<file path="src/rtl/step_counter_bank_if.sv">
// Command and status bundle for step_counter_bank: per-channel controls,
// the shared load value, and the packed counter/flag outputs.
interface step_counter_bank_if #(
  parameter int width    = 8,
  parameter int channels = 2
);
  logic [channels-1:0]       en;
  logic [channels-1:0]       dir;
  logic [channels-1:0]       clr;
  logic [channels-1:0]       load;
  logic [width-1:0]          load_val;
  logic [channels*width-1:0] out;
  logic [channels-1:0]       ovf;
  logic [channels-1:0]       sat;

  modport master (
    output en, dir, clr, load, load_val,
    input  out, ovf, sat
  );

  modport slave (
    input  en, dir, clr, load, load_val,
    output out, ovf, sat
  );
endinterface

</file>
<file path="src/rtl/step_counter_bank.sv">
// Bank of independent up/down step counters with wrap or saturate arithmetic,
// per-channel clear/load/enable (in that priority), a one-cycle ovf pulse and
// a sticky saturation flag.
module step_counter_bank #(
  parameter int width    = 8,
  parameter int step     = 1,
  parameter int channels = 2,
  parameter int saturate = 0,
  parameter int init     = 0
) (
  input logic clk,
  input logic rst,
  step_counter_bank_if.slave bus
);

  localparam logic [width-1:0] step_w = width'(step);
  localparam logic [width-1:0] init_w = width'(init);
  localparam bit               sat_en = (saturate != 0);

  for (genvar i = 0; i < channels; i++) begin : g_ch
    logic [width-1:0] cnt_q;
    logic [width-1:0] nxt;
    logic [width:0]   s_up;
    logic [width-1:0] s_dn;
    logic             ovf_c;
    logic             ovf_q;
    logic             sat_q;

    // The carry out of the widened sum flags an up overflow; a borrow occurs
    // exactly when the current value is below the step.
    assign s_up  = {1'b0, cnt_q} + {1'b0, step_w};
    assign s_dn  = cnt_q - step_w;
    assign ovf_c = bus.dir[i] ? (cnt_q < step_w) : s_up[width];

    // Next counting value: wrapped result, or pinned to the rail when clamping.
    always_comb begin
      nxt = bus.dir[i] ? s_dn : s_up[width-1:0];
      if (sat_en && ovf_c) begin
        nxt = bus.dir[i] ? '0 : '1;
      end
    end

    // Channel state: clear beats load beats count; idle cycles drop the pulse.
    always_ff @(posedge clk or posedge rst) begin
      if (rst) begin
        cnt_q <= init_w;
        ovf_q <= 1'b0;
        sat_q <= 1'b0;
      end else if (bus.clr[i]) begin
        cnt_q <= init_w;
        ovf_q <= 1'b0;
        sat_q <= 1'b0;
      end else if (bus.load[i]) begin
        cnt_q <= bus.load_val;
        ovf_q <= 1'b0;
      end else if (bus.en[i]) begin
        cnt_q <= nxt;
        ovf_q <= ovf_c;
        sat_q <= sat_q | (sat_en & ovf_c);
      end else begin
        ovf_q <= 1'b0;
      end
    end

    assign bus.out[i*width +: width] = cnt_q;
    assign bus.ovf[i]                = ovf_q;
    assign bus.sat[i]                = sat_en ? sat_q : 1'b0;
  end

endmodule

</file>
<file path="src/flat_wrapper.sv">
// flat-port wrapper written by rule: the top's interface ports become plain ports
module step_counter_bank_flat 
#(
  parameter int width    = 8,
  parameter int step     = 1,
  parameter int channels = 2,
  parameter int saturate = 0,
  parameter int init     = 0
)
  (clk, rst, bus_en, bus_dir, bus_clr, bus_load, bus_load_val, bus_out, bus_ovf, bus_sat);
  step_counter_bank_if #(.width(width), .channels(channels)) bus_i ();
  input logic clk;
  input logic rst;
  input wire logic [$bits(bus_i.en)-1:0] bus_en;
  input wire logic [$bits(bus_i.dir)-1:0] bus_dir;
  input wire logic [$bits(bus_i.clr)-1:0] bus_clr;
  input wire logic [$bits(bus_i.load)-1:0] bus_load;
  input wire logic [$bits(bus_i.load_val)-1:0] bus_load_val;
  output wire logic [$bits(bus_i.out)-1:0] bus_out;
  output wire logic [$bits(bus_i.ovf)-1:0] bus_ovf;
  output wire logic [$bits(bus_i.sat)-1:0] bus_sat;
  assign bus_i.en = bus_en;
  assign bus_i.dir = bus_dir;
  assign bus_i.clr = bus_clr;
  assign bus_i.load = bus_load;
  assign bus_i.load_val = bus_load_val;
  assign bus_out = bus_i.out;
  assign bus_ovf = bus_i.ovf;
  assign bus_sat = bus_i.sat;
  step_counter_bank #(.width(width), .step(step), .channels(channels), .saturate(saturate), .init(init)) u_core (.clk(clk), .rst(rst), .bus(bus_i));
endmodule
</file>
<file path="config.mk">
export PLATFORM = sky130hd
export DESIGN_NAME = step_counter_bank_flat
export DESIGN_NICKNAME = d
export VERILOG_FILES = /design/src/rtl/step_counter_bank_if.sv /design/src/rtl/step_counter_bank.sv /design/src/flat_wrapper.sv
export SDC_FILE = /design/constraint.sdc
export NUM_CORES = 1
export LEC_CHECK = 0
export ABC_AREA = 1
export ABC_CLOCK_PERIOD_IN_PS = 1400
export BUFFER_PORTS_ARGS = -buffer_cell sky130_fd_sc_hd__buf_4
export CAP_MARGIN = 20
export CORE_MARGIN = 5
export CORE_UTILIZATION = 48
export DETAILED_ROUTE_END_ITERATION = 7
export GPL_TIMING_DRIVEN = 0
export PLACE_DENSITY = 0.76
export SYNTH_ARGS = -nofsm -noshare
export SYNTH_HDL_FRONTEND = slang
export SYNTH_SLANG_ARGS = --single-unit
</file>
<file path="constraint.sdc">
create_clock -name clk -period 1.4 [get_ports clk]
set_input_delay 0.14 -clock clk [delete_from_list [all_inputs] [get_ports clk]]
set_output_delay 0.14 -clock clk [all_outputs]
set_load 0.1 [all_outputs]
</file>
==> results_dict.tcl, run 1 <==
set metrics [dict create \
    cell_total_after_placement 313 \
    status "finished clean" \
    grt_pass1_wl_mm 6.55 \
    synth_most_common_cell "sky130_fd_sc_hd__nand2_1" \
    layout_min_cycle_time_ns 1.37 \
    ant_nets 0 \
    ys_seq_elements 18 \
    netlist_area_before_placement_um2 1490 \
    synth-edff-count 0 \
    maxCapViolCount 0 \
    drt_iter0_drc 102 \
    synth_seq_area_share_pct 30.3 \
    crit_arrival_ns 1.61 \
    die_x_um 65.7 \
    avgViaCountPerCell 5.00 \
    root_buffer "sky130_fd_sc_hd__clkbuf_4" \
    fillerInstances 269 \
    design_area_um2 2100 \
    critical_path.startpoint_type "flip-flop" \
    dominant_combinational_cell_family_by_area_after_synthesis "simple AND/OR/NAND/NOR gates" \
    remaining_drc_errors 0 \
    cts_tree "done" \
    drt-wirelength-per-cell_um 11.5 \
    dieArea_um2 4310 \
    timing.hold.worst.class "input pin to flip-flop" \
    path_class "flip-flop to flip-flop" \
    max_stage_delay_ns 0.54 \
    placed_cell_area_um2 1900 \
    max-clock-path-buffers 2 \
    antenna_cells_inserted 0 \
    grt_setup_unrepaired "yes" \
    critical-path-slowest-cell "sky130_fd_sc_hd__dfrtp_4" \
    number_of_levels_the_h_tree_was_split_into 1 \
    yosys.area.top_type "sky130_fd_sc_hd__dfrtp_1" \
    post-synth-top-area-fraction_pct 30.3 \
    postSynthAreaPerCell_um2 6.09 \
    crit_family "flip-flops" \
    number_of_standard_cells_in_the_final_layout_excluding_fillers 327 \
    insertion_delay_ns 0.30 \
    multi_input_area_um2 962 \
    port_buffers 35 \
    critical_path_buf_inv_count 2 \
    grt_pass1_vias 1457 \
    hold_violations 0 \
    synth.lib_cells_used.distinct 24 \
    gpl.final_weighted_congestion 0.816 \
    synth.top_cells.by_area "sky130_fd_sc_hd__dfrtp_1, sky130_fd_sc_hd__nand2_1, sky130_fd_sc_hd__inv_1" \
    synthesis.instances 244 \
    transition_at_the_pin_with_the_smallest_max_transition_slack_ns 0.702 \
    die_y_um 65.7 \
    worst_slew_margin_rel_pct 53.2 \
    placeable_core_region_um2 3000 \
    design.final.nets 317 \
    post_detailed_routing_wire_length_mm 3.76 \
    placementRows 20 \
    antenna_found_initial 0 \
    final_critical_path_setup_slack_ns 0.0319 \
    synth_fa_ha_area_share_pct 3.37 \
    dpl.hpwl_mm 2.83 \
    power_per_cell_area_nw_per_um2 896 \
    final-seq-area_um2 490 \
    drive_gt1_share_pct 36.1 \
    worstSetupEndpointType "flip-flop" \
    synth.yosys.warnings 0 \
    clock_sink_count 18 \
    irDropWorstVdd_v 0.000718 \
    timing.reg2reg.setup_slack_ns 0.03 \
    grt_start_max_net_pins 19 \
    cts-buffers-inserted 3 \
    setup_violations 0 \
    synth_compound_gate_area_share_pct 13.6 \
    synth_xor_area_share_pct 0 \
    grt.overflow.total 0 \
    min_period_over_period_pct 97.7 \
    crit_required_ns 1.64 \
    area_delta_synth_final_pct 41.1 \
    synth_mux_area_share_pct 0 \
    synth_area_in_simple_gates_pct 38.5 \
    ys_top_cells_by_count "sky130_fd_sc_hd__nand2_1, sky130_fd_sc_hd__inv_1, sky130_fd_sc_hd__nand3_1" \
    static_leakage_power_uw 0.00105 \
    pre_cts_ws_ns -0.00485 \
    slew_viol_final 0 \
    grtUsageTotal_pct 18.9 \
    synth_async_sr_flop_share_pct 100 \
    num_vias 1634 \
    drt_pass1_iterations 4 \
    crit_chain "inv_4 -> ha_4 -> inv_2 -> nor2_4 -> nand4_1 -> nand2_1 -> nand2_1 -> nand3_1 -> nand2_1 -> nand2_1" \
    clk_pin_slew_worst_paths_ns 0.11 \
    io_pins 38 \
    dominantRegCellSynth "sky130_fd_sc_hd__dfrtp_1" \
    cp_max_fo 5 \
    timing.critical_path.mode_cell "sky130_fd_sc_hd__nand2_1" \
    start_util_pct 49.5 \
    clock_skew_ns 0.00558 \
    max_clock_freq_ghz 0.731 \
]
logic make-up (layout without fill, tap and decap cells):
group	Yosys count	count (layout)
flops	18	18
other cells	1	2
buf+inv	51	100
compound gates	39	39
fa+ha+maj	4	4
simple gates	131	131
final cells by class:
class / instances / area share, %
Buffer: 6 / 1.91
Clock buffer: 4 / 1.73
Inverter: 45 / 8.53
Multi-Input combinational cell: 176 / 45.9
Sequential cell: 18 / 23.4
Tap cell: 33 / 1.97
Timing Repair Buffer: 45 / 16.6
worst register-to-register path, delay by kind of cell (launching register included):
kind,cells,cell delay (ns)
adders and majority gates,1,0.12
buffers and inverters,2,0.12
DFF,1,0.54
and+or+nand+nor,7,0.53
metrics by stage:
step,utilization [%],total power [uW],TNS (ns),hold WS [ns]
floorplan,-,1280,-0.433,0.0782
global placement,63.3,1460,0,0.294
detailed placement,63.3,1470,-0.00485,0.298
CTS,66.6,1830,0,0.111
global route,69.8,2000,-0.373,0.119
finish,69.8,1880,0,0.116
what timing repair did:
action	CTS	global route
gates resized for setup	3	22
hold endpoints to repair	18	0
buffers inserted	6	3
pin swaps	6	10
hold buffers	1	0
setup endpoints to repair	3	12
worst paths after layout:
| kind | from | end | cells after the start |
|---|---|---|---|
| max reg2reg | u_core.g_ch[1].cnt_q[0] | u_core.g_ch[1].cnt_q[6] | 10 |
| min | bus_en[0] | u_core.g_ch[0].cnt_q[3] | 4 |
| max in group asynchronous | rst | u_core.g_ch[1].cnt_q[3] | 3 |
| min reg2reg | u_core.g_ch[1].cnt_q[6] | u_core.g_ch[1].cnt_q[6] | 2 |
| max | u_core.g_ch[1].cnt_q[0] | u_core.g_ch[1].cnt_q[6] | 10 |
| min in group asynchronous | rst | u_core.g_ch[1].cnt_q[2] | 3 |
cell usage in the layout, fill, tap and decap left out, types with 4 or more instances in the layout:
cell type                  n
sky130_fd_sc_hd__nand2_1  73
sky130_fd_sc_hd__buf_4    46
sky130_fd_sc_hd__inv_1    36
sky130_fd_sc_hd__o21ai_1  22
sky130_fd_sc_hd__nand3_1  19
sky130_fd_sc_hd__nor2_1   11
sky130_fd_sc_hd__dfrtp_4   8
sky130_fd_sc_hd__dfrtp_2   8
sky130_fd_sc_hd__nor2_2    7
sky130_fd_sc_hd__inv_2     5
sky130_fd_sc_hd__nand3_2   5
sky130_fd_sc_hd__o21ai_0   5
sky130_fd_sc_hd__o22ai_1   5
sky130_fd_sc_hd__inv_4     4
sky130_fd_sc_hd__a21oi_1   4
sky130_fd_sc_hd__ha_4      4
sequential cells by signal, summed over array words and instances (netlist names):
register and count:
u_core.g_ch.cnt_q 16, u_core.g_ch.ovf_q 2
metal layers:
layer	part of all wire, %	up-vias	global-route usage (%)
li1	-	869	-
met1	46	720	26.6
met2	46	43	30.2
met3	6.9	2	4.79
met4	0.24	0	1.55
met5	0	-	0
where the power goes:
group	total [uW]	internal, uW	switching (uW)
sequential	661	578	83.0
clock	331	158	173
combinational	887	274	613
total	1880	1010	869
Power figures use the tool's default switching activity.
==> run 2, diff against run 1 <==
Settings changed: CORE_MARGIN 5 to not set.
==> run 2 against run 1 <==
- the run now ends with negative setup slack left
- fmax decreased by 5.0%
- non-clock buffer count grew 1
- clock skew grew 0.0099 ns
- first-iteration DRC count fell by 9.8%
- critical path depth stayed put
- sequential cell count stayed put
- wire length rose by 0.85%
- sequential share of layout area down 0.30 points
- combinational power increased by 3.8%
- design area is 1.3% higher
- largest cell class unchanged
==> results_dict.tcl, run 2 (same netlist as run 1, synthesis figures left out) <==
set metrics [dict create \
    grt_setup_unrepaired "yes" \
    max_clock_freq_ghz 0.694 \
    avgViaCountPerCell 5.05 \
    transition_at_the_pin_with_the_smallest_max_transition_slack_ns 0.693 \
    antenna_found_initial 0 \
    gpl.final_weighted_congestion 0.831 \
    static_leakage_power_uw 0.00106 \
    placementRows 19 \
    root_buffer "sky130_fd_sc_hd__clkbuf_4" \
    grt_pass1_wl_mm 6.11 \
    placeable_core_region_um2 2850 \
    pre_cts_ws_ns -0.0255 \
    finalHoldWorstSlack_ns 0.104 \
    area_delta_synth_final_pct 42.9 \
    grt.overflow.total 0 \
    post_detailed_routing_wire_length_mm 3.79 \
    critical_path.startpoint_type "flip-flop" \
    timing.critical_path.mode_cell "sky130_fd_sc_hd__nand2_1" \
    dpl.hpwl_mm 2.66 \
    start_util_pct 52.1 \
    dieArea_um2 3320 \
    crit_required_ns 1.59 \
    setup_violations 2 \
    maxCapViolCount 0 \
    irDropWorstVdd_v 0.000540 \
    drt-wirelength-per-cell_um 11.6 \
    number_of_standard_cells_in_the_final_layout_excluding_fillers 326 \
    clock_skew_ns 0.0155 \
    largest_register_ffs 16 \
    grtUsageTotal_pct 23.3 \
    final_core_util_pct 74.5 \
    clock_sink_count 18 \
    ant_nets 0 \
    remaining_drc_errors 0 \
    path_class "flip-flop to flip-flop" \
    timing.hold.worst.class "input pin to flip-flop" \
    slew_viol_final 0 \
    final_cell_mix "sky130_fd_sc_hd__nand2_1, sky130_fd_sc_hd__buf_4, sky130_fd_sc_hd__inv_1" \
    crit_arrival_ns 1.63 \
    worst_slew_margin_rel_pct 53.7 \
    design_area_um2 2120 \
    final_critical_path_setup_slack_ns -0.0400 \
    clk_pin_slew_worst_paths_ns 0.12 \
    number_of_levels_the_h_tree_was_split_into 1 \
    most_common_cell_after_layout_fill_and_taps_aside "sky130_fd_sc_hd__nand2_1" \
    port_buffers 35 \
    design.final.nets 318 \
    power_per_cell_area_nw_per_um2 879 \
    critical_path_buf_inv_count 2 \
    cts_tree "done" \
    antenna_cells_inserted 0 \
    top_register "u_core.g_ch.cnt_q" \
    min_period_over_period_pct 103 \
    worstSetupEndpointType "flip-flop" \
    critical-path-slowest-cell "sky130_fd_sc_hd__dfrtp_4" \
    max_stage_delay_ns 0.54 \
    drt_pass1_iterations 6 \
    grt_start_max_net_pins 19 \
    cts-buffers-inserted 3 \
    die_y_um 57.7 \
    io_pins 38 \
    status "finished, violations left" \
    num_vias 1646 \
    max-clock-path-buffers 2 \
    die_x_um 57.7 \
    layout_min_cycle_time_ns 1.44 \
    violations "negative setup slack" \
    grt_pass1_vias 1376 \
    drt_iter0_drc 92 \
    placed_cell_area_um2 1900 \
    cell_total_after_placement 311 \
    largestRegisters "u_core.g_ch.cnt_q x16, u_core.g_ch.ovf_q x2" \
    hold_violations 0 \
    crit_family "flip-flops" \
    cp_max_fo 4 \
    crit_chain "buf_12 -> ha_4 -> inv_2 -> nor2_4 -> nand3b_1 -> nand2_1 -> nand2_1 -> nand3_1 -> nand2_1 -> nand2_1" \
    insertion_delay_ns 0.31 \
    drive_gt1_share_pct 36.6 \
]
## run 2: changes by cell type in the layout (fill, tap and decap cells not counted), sizes merged
cell / change
buf: +1
## run 2: repair_timing
| item | in CTS | in global routing |
|---|---|---|
| gates cloned | 0 | 0 |
| setup buffers | 8 | 2 |
| pin swaps | 6 | 16 |
| gates resized for setup | 5 | 22 |
| endpoints found under the hold margin | 18 | 0 |
| hold buffers | 1 | 0 |
| endpoints found under the setup margin | 3 | 12 |
## run 2: tightest hold or removal path, delay by kind of cell
family | cells | cell delay, ns
AND/OR/NAND/NOR | 3 | 0.16
buffers and inverters | 1 | 0.09
## run 2: cell type report
class,count,area (um2)
plain buffers,6,40.0
clock buffers,4,26.3
fillers,257,728
well taps,31,38.8
repair buffers,46,377
multi-input cells,176,971
flip-flops and latches,18,490
inverters,45,181
## run 2: worst paths after layout
check,start,endpoint,slack (ns),cells after the start
min in group asynchronous,rst,u_core.g_ch[1].cnt_q[4],0.49,3
worst min register to register,u_core.g_ch[1].cnt_q[6],u_core.g_ch[1].cnt_q[6],0.54,2
max in group asynchronous,rst,u_core.g_ch[1].cnt_q[0],0.41,3
worst max-delay path,u_core.g_ch[1].cnt_q[0],u_core.g_ch[1].cnt_q[6],-0.04,10
worst min-delay path,bus_en[1],u_core.g_ch[1].cnt_q[2],0.10,4
worst max register to register,u_core.g_ch[1].cnt_q[0],u_core.g_ch[1].cnt_q[6],-0.04,10
## run 2: where the power goes
group / internal (uW) / switching [uW] / total [uW]
registers: 578 / 85.2 / 663
logic: 296 / 625 / 921
clock network: 111 / 171 / 282
## run 2: routing by layer
metal / GRT usage [%] / share of wire [%]
met1: 35.0 / 50
met2: 36.0 / 46
met3: 5.13 / 4.1
met4: 2.04 / 0.11
met5: 0 / 0
## run 2: stage by stage
step                       TNS, ns  total power (uW)
after global placement    -0.00824              1460
after floorplan             -0.433              1280
final                      -0.0414              1870
after global routing        -0.633              1960
after detailed placement   -0.0677              1470
after CTS                  -0.0560              1810
==> run 3, diff against run 2 <==
Settings changed: ABC_AREA 1 to not set, BUFFER_PORTS_ARGS -buffer_cell sky130_fd_sc_hd__buf_4 to -buffer_cell sky130_fd_sc_hd__buf_2, CORE_UTILIZATION 48 to 47.
==> run 3 against run 2 <==
- the run still ends with negative setup slack left
- non-clock buffer count increased by 4
- combinational power fell by 14%
- setup slack lost 0.31 ns
- register-to-register slack got worse by 0.31 ns
- synthesized cell count down 35%
- die area down 5.9%
- utilization is 3.4 points lower
- worst hold slack got worse by 0.084 ns
- wire length fell by 9.4%
- largest cell class unchanged
- largest power group unchanged
==> results_dict.tcl, run 3 <==
set metrics [dict create \
    dpl.hpwl_mm 2.44 \
    critical_path.startpoint_type "flip-flop" \
    synth_compound_gate_area_share_pct 15.1 \
    power_per_cell_area_nw_per_um2 895 \
    die_y_um 55.9 \
    maxCapViolCount 0 \
    drt-wirelength-per-cell_um 14.4 \
    grt_busiest_layer "met2" \
    synth.lib_cells_used.distinct 41 \
    clock_skew_ns 0.00742 \
    dominant_combinational_cell_family_by_area_after_synthesis "simple AND/OR/NAND/NOR gates" \
    remaining_drc_errors 0 \
    max_clock_freq_ghz 0.572 \
    setup_total_negative_slack_ns -2.03 \
    largest_register_ffs 16 \
    top_register "u_core.g_ch.cnt_q" \
    area_delta_synth_final_pct 43.5 \
    placementRows 19 \
    crit_chain "or4b_4 -> o22ai_4 -> mux2i_1 -> a311o_1" \
    io_pins 38 \
    netlist_area_before_placement_um2 1370 \
    port_buffers 32 \
    irDropWorstVdd_v 0.000594 \
    violations "negative setup slack" \
    clk_pin_slew_worst_paths_ns 0.12 \
    max_stage_delay_ns 0.55 \
    placeable_core_region_um2 2760 \
    design_area_um2 1960 \
    drt_pass1_iterations 4 \
    synthesis.instances 159 \
    gpl.final_weighted_congestion 0.811 \
    pre_cts_ws_ns -0.398 \
    antenna_found_initial 0 \
    grtUsageTotal_pct 22.8 \
    synth_fa_ha_area_share_pct 3.66 \
    cts_tree "done" \
    final-seq-area_um2 494 \
    global_route.usage.met2_pct 39.2 \
    synth-edff-count 0 \
    die_x_um 55.9 \
    status "finished, violations left" \
    regToRegStartpoint "u_core.g_ch[1].cnt_q[4]" \
    grt_start_max_net_pins 19 \
    setup_violations 12 \
    timing.reg2reg.setup_slack_ns -0.35 \
    worstSetupEndpointType "flip-flop" \
    postSynthAreaPerCell_um2 8.59 \
    placed_cell_area_um2 1710 \
    worst_slew_margin_rel_pct 53.0 \
    crit-reg2reg-capture "u_core.g_ch[1].cnt_q[7]" \
    drt_iter0_drc 20 \
    ant_nets 0 \
    critical_path.endpoint "u_core.g_ch[1].cnt_q[7]" \
    min_period_over_period_pct 125 \
    timing.hold.worst.class "input pin to flip-flop" \
    cp_max_fo 2 \
    hold_violations 0 \
    synth_area_in_simple_gates_pct 28.2 \
    drive_gt1_share_pct 52.2 \
    layout_min_cycle_time_ns 1.75 \
    root_buffer "sky130_fd_sc_hd__clkbuf_4" \
    cts-buffers-inserted 3 \
    critPathLaunch "u_core.g_ch[1].cnt_q[4]" \
    crit_required_ns 1.58 \
    start_util_pct 49.5 \
    antenna_cells_inserted 0 \
    grt_pass1_wl_mm 5.82 \
    insertion_delay_ns 0.29 \
    synth.top_cells.by_area "sky130_fd_sc_hd__dfrtp_1, sky130_fd_sc_hd__a211oi_1, sky130_fd_sc_hd__nor2_1" \
    crit_arrival_ns 1.93 \
    critical-path-slowest-cell "sky130_fd_sc_hd__or4b_4" \
    final_critical_path_setup_slack_ns -0.348 \
    ys_top_cells_by_count "sky130_fd_sc_hd__dfrtp_1, sky130_fd_sc_hd__nor2_1, sky130_fd_sc_hd__a211oi_1, sky130_fd_sc_hd__inv_1, sky130_fd_sc_hd__a21oi_1" \
    use_met1_pct 32.5 \
    static_leakage_power_uw 0.000842 \
    rr_worst_depth 4 \
    path_class "flip-flop to flip-flop" \
    synth_async_sr_flop_share_pct 100 \
    num_vias 1348 \
    avgViaCountPerCell 5.66 \
    grt_setup_unrepaired "yes" \
    post-synth-top-area-fraction_pct 33.0 \
    multi_input_area_um2 977 \
    grt_pass1_vias 1285 \
    slew_viol_final 0 \
    synth_mux_area_share_pct 2.38 \
    number_of_levels_the_h_tree_was_split_into 1 \
    grt.overflow.total 0 \
    ys_seq_elements 18 \
    fillerInstances 219 \
    largestRegisters "u_core.g_ch.cnt_q x16, u_core.g_ch.ovf_q x2" \
    synth.yosys.warnings 0 \
    report.power.total_uw 1750 \
    clock_sink_count 18 \
    dieArea_um2 3130 \
    final_cell_mix "sky130_fd_sc_hd__buf_2, sky130_fd_sc_hd__buf_4, sky130_fd_sc_hd__nor2_1" \
    most_common_cell_after_layout_fill_and_taps_aside "sky130_fd_sc_hd__buf_2" \
    max-clock-path-buffers 2 \
    synth_xor_area_share_pct 8.33 \
    synth_seq_area_share_pct 33.0 \
    met3_usage_pct 2.79 \
    design.final.nets 230 \
    transition_at_the_pin_with_the_smallest_max_transition_slack_ns 0.703 \
    post_detailed_routing_wire_length_mm 3.44 \
    dominantRegCellSynth "sky130_fd_sc_hd__dfrtp_1" \
    yosys.area.top_type "sky130_fd_sc_hd__dfrtp_1" \
]
## run 3: cells by family after synthesis
logic type               count (synthesis)
AND/OR/NAND/NOR                         65
AO/OA/AOI/OAI                           32
buffers and inverters                   23
flip-flops                              18
XOR/XNOR                                13
adder cells (fa/ha/maj)                  4
multiplexers                             3
other                                    1
## run 3: worst max-delay path: cells and delay by family, from the launching register on
family / cells / cell delay, ns
mux: 1 / 0.11
simple gates: 1 / 0.55
flops: 1 / 0.50
compound gates: 2 / 0.48
## run 3: cell type report
class	count	area share, %
multi-input combinational	119	49.8
sequential	18	25.2
timing repair buffer	44	14.7
buffer	12	4.21
inverter	10	2.17
tap	31	1.98
clock buffer	4	1.85
## run 3: routing by layer
layer / part of all wire [%] / vias to the layer above
met5: 0 / -
met4: 0 / 0
met3: 3.3 / 0
met2: 50 / 30
met1: 47 / 659
li1: - / 659
## run 3: worst min path at each step
stage / endpoint / startpoint / depth (start not counted) / slack [ns]
6_report: u_core.g_ch[1].cnt_q[4] / bus_clr[1] / 2 / 0.02
5_1_grt: u_core.g_ch[1].cnt_q[4] / bus_clr[1] / 2 / 0.01
4_1_cts: u_core.g_ch[1].cnt_q[0] / bus_clr[1] / 2 / 0.02
3_5_place_dp: u_core.g_ch[1].ovf_q / rst / 2 / 0.29
3_3_place_gp: u_core.g_ch[0].cnt_q[4] / rst / 2 / 0.26
2_1_floorplan: u_core.g_ch[0].cnt_q[0] / rst / 1 / 0.08
## run 3: stage by stage
stage          hold slack (ns)  util (%)  instances
3_5_place_dp             0.289      62.2        223
3_3_place_gp             0.255      62.2        223
6_report                0.0201      71.1        238
2_1_floorplan           0.0784         -        160
5_1_grt                 0.0133      71.1        238
4_1_cts                 0.0223      69.4        238
## run 3: timing repair
action	4_1_cts	5_1_grt
hold buffers	1	0
buffers inserted	11	1
pin swaps	8	6
gates resized for setup	19	10
endpoints found under the hold margin	18	0
endpoints found under the setup margin	13	19
## run 3: where the power goes
part | switching, uW | total (uW) | internal, uW
sequential | 64.1 | 638 | 574
clock | 170 | 329 | 158
combinational | 529 | 788 | 259
total | 763 | 1750 | 991
